$ cat config.mk
export PLATFORM = sky130hd
export DESIGN_NAME = inst_fetch_bridge
export DESIGN_NICKNAME = d
export VERILOG_FILES = /design/src/rtl/inst_fetch_bridge_pkg.sv /design/src/rtl/inst_fetch_bridge_hit_buf.sv /design/src/rtl/inst_fetch_bridge.sv
export SDC_FILE = /design/constraint.sdc
export NUM_CORES = 1
export LEC_CHECK = 0
export BUFFER_PORTS_ARGS = -buffer_cell sky130_fd_sc_hd__buf_2
export CAP_MARGIN = 0
export CORE_AREA = 2 2 59 102
export DETAILED_ROUTE_END_ITERATION = 16
export DIE_AREA = 0 0 61 104
export GPL_TIMING_DRIVEN = 0
export PLACE_DENSITY_LB_ADDON = 0.3
export SETUP_SLACK_MARGIN = 0.4
export SYNTH_ARGS = -nofsm -noshare
export SYNTH_HDL_FRONTEND = slang
export SYNTH_SLANG_ARGS = --single-unit
$ cat constraint.sdc
create_clock -name clk -period 3.13 [get_ports clk]
set_input_delay 0.626 -clock clk [delete_from_list [all_inputs] [get_ports clk]]
set_output_delay 0.626 -clock clk [all_outputs]
set_load 0.02 [all_outputs]
$ cat src/rtl/inst_fetch_bridge_pkg.sv
// Shared constants and helpers for the instruction-fetch bridge.
// Optional one-entry hit buffer is enabled by FETCH_HIT_BUF_EN.
package inst_fetch_bridge_pkg;
  localparam int INST_ADDR_W = 32;
  localparam int INST_W      = 32;

  localparam logic [0:0] FETCH_IDLE = 1'b0;
  localparam logic [0:0] FETCH_WAIT = 1'b1;

  localparam logic [INST_W-1:0] NOP_INST = 32'h0000_0000;

  function automatic logic [INST_ADDR_W-1:0] word_addr(
    input logic [INST_ADDR_W-1:0] a
  );
    return a & 32'hFFFF_FFFC;
  endfunction
endpackage

$ cat src/rtl/inst_fetch_bridge_hit_buf.sv
// One-entry fetch buffer: valid, word tag and instruction data.
// Built into the bridge only when FETCH_HIT_BUF_EN is defined.
module fetch_hit_buf
  import inst_fetch_bridge_pkg::*;
(
  input  logic              clk,
  input  logic              rst,
  input  logic              i_load,
  input  logic              i_inval,
  input  logic [29:0]       i_tag,
  input  logic [INST_W-1:0] i_data,
  input  logic [29:0]       i_cmp_tag,
  output logic              o_hit,
  output logic [INST_W-1:0] o_data
);
  logic              r_valid;
  logic [29:0]       r_tag;
  logic [INST_W-1:0] r_data;

  always_ff @(posedge clk or posedge rst) begin
    if (rst) begin
      r_valid <= 1'b0;
      r_tag   <= '0;
      r_data  <= NOP_INST;
    end else if (i_inval) begin
      r_valid <= 1'b0;
    end else if (i_load) begin
      r_valid <= 1'b1;
      r_tag   <= i_tag;
      r_data  <= i_data;
    end
  end

  assign o_hit  = r_valid && (r_tag == i_cmp_tag);
  assign o_data = r_data;
endmodule

$ cat src/rtl/inst_fetch_bridge.sv
// Turns a req/ack instruction memory into a zero-wait ROM with stall.
// Define FETCH_HIT_BUF_EN to add a one-entry re-fetch buffer.
module inst_fetch_bridge
  import inst_fetch_bridge_pkg::*;
#(
  parameter int MAX_WAIT = 255,
  parameter int WAIT_W   = $clog2(MAX_WAIT + 1)
) (
  input  logic                   clk,
  input  logic                   rst,
  input  logic                   rom_ce_i,
  input  logic [INST_ADDR_W-1:0] rom_addr_i,
  output logic [INST_W-1:0]      rom_data_o,
  output logic                   stallreq_o,
  output logic                   bus_req_o,
  output logic [INST_ADDR_W-1:0] bus_addr_o,
  input  logic                   bus_ack_i,
  input  logic [INST_W-1:0]      bus_rdata_i,
  output logic                   bus_err_o
);
  localparam logic [WAIT_W-1:0] MAX_CNT = WAIT_W'(MAX_WAIT);

  logic [0:0]             r_state;
  logic [INST_ADDR_W-1:0] r_addr_q;
  logic [WAIT_W-1:0]      r_wait_cnt;
  logic                   r_err;

  logic [0:0]             w_state_nxt;
  logic [INST_ADDR_W-1:0] w_addr_nxt;
  logic [WAIT_W-1:0]      w_cnt_nxt;
  logic [INST_ADDR_W-1:0] w_bus_addr;
  logic [INST_W-1:0]      w_data;
  logic                   w_req;
  logic                   w_stall;
  logic                   w_tmo;
  logic                   w_hit;
  logic [INST_W-1:0]      w_buf_data;

`ifdef FETCH_HIT_BUF_EN
  logic w_load;
  assign w_load = w_req && bus_ack_i;

  fetch_hit_buf u_hit_buf (
    .clk       (clk),
    .rst       (rst),
    .i_load    (w_load),
    .i_inval   (w_tmo),
    .i_tag     (w_bus_addr[31:2]),
    .i_data    (bus_rdata_i),
    .i_cmp_tag (rom_addr_i[31:2]),
    .o_hit     (w_hit),
    .o_data    (w_buf_data)
  );
`else
  assign w_hit      = 1'b0;
  assign w_buf_data = NOP_INST;
`endif

  always_comb begin
    w_state_nxt = r_state;
    w_addr_nxt  = r_addr_q;
    w_cnt_nxt   = r_wait_cnt;
    w_req       = 1'b0;
    w_stall     = 1'b0;
    w_tmo       = 1'b0;
    w_data      = NOP_INST;
    w_bus_addr  = (r_state == FETCH_WAIT) ? r_addr_q
                                          : word_addr(rom_addr_i);
    if (!rst) begin
      unique case (1'b1)
        (r_state == FETCH_IDLE): begin
          if (rom_ce_i && w_hit) begin
            w_data = w_buf_data;
          end else if (rom_ce_i) begin
            w_req = 1'b1;
            if (bus_ack_i) begin
              w_data = bus_rdata_i;
            end else begin
              w_stall     = 1'b1;
              w_addr_nxt  = w_bus_addr;
              w_cnt_nxt   = WAIT_W'(1);
              w_state_nxt = FETCH_WAIT;
            end
          end
        end
        (r_state == FETCH_WAIT): begin
          w_req = 1'b1;
          // Ack wins over a timeout landing in the same cycle.
          if (bus_ack_i) begin
            w_data      = bus_rdata_i;
            w_cnt_nxt   = '0;
            w_state_nxt = FETCH_IDLE;
          end else if (r_wait_cnt == MAX_CNT) begin
            w_tmo       = 1'b1;
            w_cnt_nxt   = '0;
            w_state_nxt = FETCH_IDLE;
          end else begin
            w_stall   = 1'b1;
            w_cnt_nxt = r_wait_cnt + WAIT_W'(1);
          end
        end
        default: ;
      endcase
    end
  end

  always_ff @(posedge clk or posedge rst) begin
    if (rst) begin
      r_state    <= FETCH_IDLE;
      r_addr_q   <= '0;
      r_wait_cnt <= '0;
      r_err      <= 1'b0;
    end else begin
      r_state    <= w_state_nxt;
      r_addr_q   <= w_addr_nxt;
      r_wait_cnt <= w_cnt_nxt;
      r_err      <= r_err | w_tmo;
    end
  end

  assign rom_data_o = w_data;
  assign stallreq_o = w_stall;
  assign bus_req_o  = w_req;
  assign bus_addr_o = w_bus_addr;
  assign bus_err_o  = r_err;
endmodule

==> metrics.txt, run 1 <==
Yosys reg bits=42; CTS Buf Count=5; main combinational cell family by area after synthesis=multiplexers; Slowest cell on crit path=mux2_2; worst hold margin=0.326 ns; placed cell areas=3120 um^2; setup ws final=0.577 ns; PortBufs=132; simple-gate share of the synthesized area=0.154; Critical Path, Cell by Cell=buf_2, buf_2, buf_2, mux2_2, buf_2; Post-Layout Cell Count=412; Final Cycle Share=0.816; Area contributors post-synth=dfrtp_1 (45%), mux2_2 (29%), and3_1 (8.3%), xor2_1 (1.9%), buf_6 (1.4%); kind of critical path=register to primary output; GRT Util Overall=0.189; GPL Wtd Cong=0.749; Worst R2R Start=r_state$_DFFE_PP0N_; Mapped Cells=195; Iter 0 DRT Violations=57; mean area per synthesized cell=12.0 um^2; clock buffer depth=2; Slew headroom=0.686; post-place setup slack=0.582 ns; RSZ-0062 raised after global routing=no; CTS clk-pin slew, worst paths=0.08 ns; min Tclk post-route=2.55 ns; status=finished, final reports clean; cts repair resizes=0; DPL Wire Length=4.59 mm; initial antenna violation count=0; CTS tree=yes; Vias/cell=4.94; Max Fclk=392 MHz; Seq/Total Area, Yosys=0.448; Yosys top cell by area=dfrtp_1; Starting Density=0.423; area share of fa/ha/maj cells after synthesis=0.00534; Reg2Reg Setup Slack=1.45 ns; Final setup viols=0; largest net degree at the start of global routing=39; mapped cell area=2340 um^2; die area=6340 um^2; DRC Markers=0; Max Clock Skew=0.00266 ns; row count=36; syn nets=264; complex-gate fraction of the synthesized area=0.0475; crit-path max FO=10; R2R depth=5; Reg-to-Reg End=r_wait_cnt[3]$_DFFE_PP0P_; final hold viol count=0; synthesis-to-finish area growth=37.0%; Worst EP required=2.50 ns; I/O pins=135; fin. max-slew vios=0; Detail Route Antenna Nets=0; Leak=1.77 nW; Post-Place Cells=404; vias in the first global route=1970; Post-Synth XOR/XNOR Area=0.0187; Netlist cell types=30; Layout Utilization=0.579; CP dominant cell by count=buf_2; Critical Path AT=1.93 ns; clk sink count=42; Finished Cell Area=3210 um^2; GRT Residual Overflow=0; CP delay by family, top=buffers and inverters; CP startpoint=r_state$_DFFE_PP0N_; Die H=104 um; Ys Warns=0; Power Density=621 nW/um^2; multiplexer share of the synthesized area=0.288; Least-Margin Pin Slew=0.471 ns; Inserted Diodes=0; CTS Root Cell=clkbuf_8; share of layout cells above drive strength 1=0.640; clk_lat worst skew=0.29 ns; Nets=404; MaxCap Viol Count=0; multi-input logic area=1200 um^2; Worst Setup Start Kind=register; register area=1050 um^2; slowest stage delay, CP=0.37 ns; core area=5540 um^2; CTS Hold Buffers Added=0; first-pass GRT wire length=9.23 mm; Avg WL per Cell=14.2 um; filler cell count in the final layout=528; CP Capture Type=primary output; Synth top area share=0.448; TritonRoute pass-1 iters=4; Worst Hold Class=input pin to async pin; Setup Fix Bufs, Post-CTS=0; die width=61 um; total number of vias=2035; Buf+Inv Stages, Crit Path=4; H-Tree Depth=2; worst vdd ir=0.344 mV; DRT Wirelength=5.83 mm
==> cells in the mapped netlist <==
cell	instances
ha_1	1
and3b_1	1
o211ai_1	3
nand2_1	1
a221o_1	1
and2_1	3
and3_2	2
inv_1	2
a21oi_1	3
nor2b_1	2
and3_1	31
a21o_1	2
xor2_1	5
nor2_1	7
or3_1	1
o311a_2	1
and2b_2	1
nor3b_4	1
buf_6	3
clkbuf_1	6
and4_1	2
and4b_1	1
o2111ai_1	1
nor2b_4	1
buf_2	5
dfrtp_1	42
mux2_2	60
o21ai_0	4
a22o_1	1
nand4_1	1
==> worst max path at each step <==
stage                                      to  depth (start not counted)
CTS                            bus_addr_o[24]                          5
detailed placement                 stallreq_o                          6
floorplan                          stallreq_o                          3
global placement    r_wait_cnt[3]$_DFFE_PP0P_                          5
global route                   rom_data_o[15]                          6
finish                         bus_addr_o[24]                          5
==> placed cells by master (no fill, tap or decap), types with 2 or more instances in the layout <==
master,netlist,routed
nor2_1,7,7
mux2_2,60,60
o21ai_0,4,4
nor2b_1,2,2
and4_1,2,2
dfrtp_1,42,42
buf_2,5,137
xor2_1,5,5
clkbuf_1,6,7
a21o_1,2,2
a21oi_1,3,3
and3_1,31,31
buf_6,3,3
and3_2,2,2
clkbuf_8,0,6
and2_1,3,3
o211ai_1,3,3
==> cells by family (layout without fill, tap and decap cells) <==
logic type                 count (synthesis)  count (layout)
buffers and inverters                     16             157
adders and majority gates                  1               1
AOI/OAI and AO/OA                         16              16
and+or+nand+nor                           55              55
xor gates and xnor gates                   5               5
muxes                                     60              60
DFF                                       42              42
==> where the power goes <==
part	internal, mW	switching [mW]
Combinational	0.403	0.430
Clock	0.178	0.184
Sequential	0.714	0.0835
Total	1.30	0.697
==> worst register-to-register path, delay by kind of cell (launching register included) <==
kind,cells,cell delay (ns)
buf+inv,2,0.49
compound gates,2,0.62
simple gates,1,0.12
flops,1,0.32
==> metrics by stage <==
step | setup TNS (ns) | total power, mW
CTS | 0 | 2.02
detailed placement | 0 | 1.65
floorplan | 0 | 1.40
finish | 0 | 1.99
global placement | -1.96 | 1.62
global route | 0 | 2.12
==> area by class of cell <==
class,count,share of cell area
Multi-Input combinational cell,137,0.375
Sequential cell,42,0.327
Timing Repair Buffer,133,0.212
Tap cell,76,0.0296
Clock buffer,7,0.0269
Buffer,14,0.0253
Inverter,2,0.00234
Clock inverter,1,0.00156
==> flip-flops by register name, summed over array words and instances, names as in the netlist <==
| register | flops |
|---|---|
| r_state | 1 |
| r_addr_q | 32 |
| bus_err_o | 1 |
| r_wait_cnt | 8 |
==> per-layer routing <==
layer  share of wire  up-vias  wire (um)  GRT usage
met4           0.017        0         98     0.0621
li1                -      988          -          -
met2            0.54       50       3140      0.314
met1            0.41      988       2380      0.236
met5               0        -          0          0
met3           0.036        9        208     0.0398
No activity file was read; power rests on OpenSTA's default activity.
==> run 2, diff against run 1 <==
==> constraint.sdc (replaced) <==
create_clock -name clk -period 2.45 [get_ports clk]
set_input_delay 0.49 -clock clk [delete_from_list [all_inputs] [get_ports clk]]
set_output_delay 0.49 -clock clk [all_outputs]
set_load 0.02 [all_outputs]
==> metrics.txt, run 2 (synthesized netlist as in run 1, its figures left out) <==
die width=61 um (unchanged); Slowest cell on crit path=dfrtp_1; Avg WL per Cell=17.3 um (+22%); switching power total=1.01 mW (+45%); DRC Markers=0 (unchanged); min Tclk post-route=2.07 ns; CTS Root Cell=clkbuf_8; RSZ-0062 raised after global routing=yes; Power, Total=3.05 mW (+53%); GR Util met3=0.0286 (-0.0112); clk sink count=42 (unchanged); Finished Cell Area=4050 um^2 (+26%); multi-input logic area=1400 um^2 (+16%); crit-path max FO=10 (unchanged); Clk pwr share=0.150 (-0.032); GR Util met1=0.237 (+0.00161); combinational power share=0.512 (+0.094); clk_lat worst skew=0.29 ns (about the same); R2R depth=5 (unchanged); Layout Utilization=0.731 (+0.152); Max Fclk=482 MHz; Power Density=753 nW/um^2 (+21%); core area=5540 um^2 (unchanged); initial antenna violation count=0 (unchanged); Leak=2.04 nW (+15%); I/O pins=135 (unchanged); Post-Place Cells=403 (-0.25%); placed cell areas=3110 um^2 (-0.44%); Worst EP required=1.96 ns (-0.54 ns); vias in the first global route=2075 (+5.3%); synthesis-to-finish area growth=72.9%; met2 GRT Util=0.348 (+0.0338); Final setup viols=0 (unchanged); final hold viol count=0 (unchanged); Buf+Inv Stages, Crit Path=4 (unchanged); row count=36 (unchanged); Inserted Diodes=0 (unchanged); CP startpoint=r_state$_DFFE_PP0N_; fin. max-slew vios=0 (unchanged); CTS clk-pin slew, worst paths=0.08 ns (about the same); die area=6340 um^2 (unchanged); post-place setup slack=-0.415 ns (-0.997 ns); Largest register FFs=32 (unchanged); Starting Density=0.423 (unchanged); GPL Wtd Cong=0.812 (+8.5%); kind of critical path=register to primary output; TritonRoute pass-1 iters=4 (unchanged); Reg-to-Reg End=r_addr_q[27]$_DFFE_PP0P_; setup ws final=0.376 ns (-0.201 ns); Detail Route Antenna Nets=0 (unchanged); DRT Wirelength=7.49 mm (+28%); grt peak-use layer=met2; Vias/cell=5.23 (+5.8%); H-Tree Depth=2 (unchanged); filler cell count in the final layout=391 (-26%); register area=1050 um^2 (unchanged); cell internal pwr=2.04 mW (+57%); Final Cycle Share=0.847; Least-Margin Pin Slew=1.10 ns (+0.632 ns); Slew headroom=0.260 (-0.426); first-pass GRT wire length=9.60 mm (+4.0%); most common cell after layout, fill and taps aside=buf_2; share of layout cells above drive strength 1=0.740 (+0.100); Worst R2R Start=r_state$_DFFE_PP0N_; Reg2Reg Setup Slack=0.81 ns (-0.64 ns); CTS Buf Count=5 (unchanged); Critical Path AT=1.58 ns (-0.35 ns); Critical Path, Cell by Cell=buf_6, nor2_4, nor2_4, buf_12, buf_8, and3_1, buf_6; CTS tree=yes; Switching Share=0.332 (-0.0174); Largest Register=r_addr_q; worst vdd ir=0.570 mV (+66%); Worst Hold Class=input pin to async pin; Nets=426 (+5.4%); CP Capture Type=primary output; largest net degree at the start of global routing=24 (-38%); Worst Setup Start Kind=register; clock buffer depth=2 (unchanged); slowest stage delay, CP=0.38 ns (about the same); CTS Hold Buffers Added=0 (unchanged); PortBufs=132 (unchanged); DPL Wire Length=4.43 mm (-3.4%); Iter 0 DRT Violations=77 (+35%); Post-Layout Cell Count=434 (+5.3%); MaxCap Viol Count=0 (unchanged); status=finished, final reports clean; Top Registers=r_addr_q (32), r_wait_cnt (8); Max Clock Skew=0.00251 ns (-0.000148 ns); total number of vias=2268 (+11%); GRT Util Overall=0.198 (+0.00903); most frequent cells in the layout=buf_2 (81), buf_6 (57), mux2_2 (42), dfrtp_1 (42), and3_4 (22); GRT Residual Overflow=0 (unchanged); Reg power frac=0.337 (-0.063); CP delay by family, top=buffers and inverters; Die H=104 um (unchanged)
==> run 2: power groups by stage <==
stage                     registers [mW]  clock network, mW  logic (mW)
after floorplan                    0.999                  0       0.787
after global placement              1.02                  0        1.05
after CTS                           1.02              0.471        1.20
after detailed placement            1.03                  0        1.07
final                               1.03              0.459        1.56
after global routing                1.06              0.491        1.65
==> run 2: final cells by class <==
cell class / count / area share
Multi-Input combinational cell: 137 / 0.345
Clock inverter: 1 / 0.00124
Inverter: 2 / 0.00278
Sequential cell: 42 / 0.259
Timing Repair Buffer: 153 / 0.302
Clock buffer: 7 / 0.0213
Timing Repair inverter: 2 / 0.00247
Tap cell: 76 / 0.0235
Buffer: 14 / 0.0423
==> run 2: metal layers <==
| layer | part of all wire | wire [um] | vias up |
|---|---|---|---|
| li1 | - | - | 1033 |
| met1 | 0.36 | 2670 | 1115 |
| met2 | 0.57 | 4250 | 91 |
| met3 | 0.042 | 311 | 29 |
| met4 | 0.035 | 261 | 0 |
| met5 | 0 | 0 | - |
==> run 2: worst max path at each step <==
| stage | endpoint | slack [ns] | depth (start not counted) |
|---|---|---|---|
| CTS | bus_addr_o[25] | 0.40 | 5 |
| floorplan | stallreq_o | 0.27 | 3 |
| detailed placement | stallreq_o | -0.41 | 5 |
| global placement | stallreq_o | -0.40 | 5 |
| finish | rom_data_o[11] | 0.38 | 7 |
| global route | rom_data_o[11] | 0.35 | 7 |
==> run 2: what timing repair did <==
| action | 4_1_cts | 5_1_grt |
|---|---|---|
| setup endpoints to repair | 71 | 52 |
| cloned | 3 | 3 |
| pin swaps | 1 | 18 |
| resized for setup | 27 | 150 |
| buffers inserted | 12 | 5 |
==> run 2: through the flow <==
step | hold slack, ns | setup TNS, ns
6_report | 0.366 | 0
5_1_grt | 0.384 | 0
4_1_cts | 0.358 | 0
3_5_place_dp | 0.449 | -0.758
3_3_place_gp | 0.441 | -0.573
2_1_floorplan | 0.456 | 0
==> run 2: worst register-to-register path, delay by kind of cell (launching register included) <==
kind	cells	cell delay (ns)
flops	1	0.38
buf+inv	3	0.55
simple gates	1	0.25
mux	1	0.34
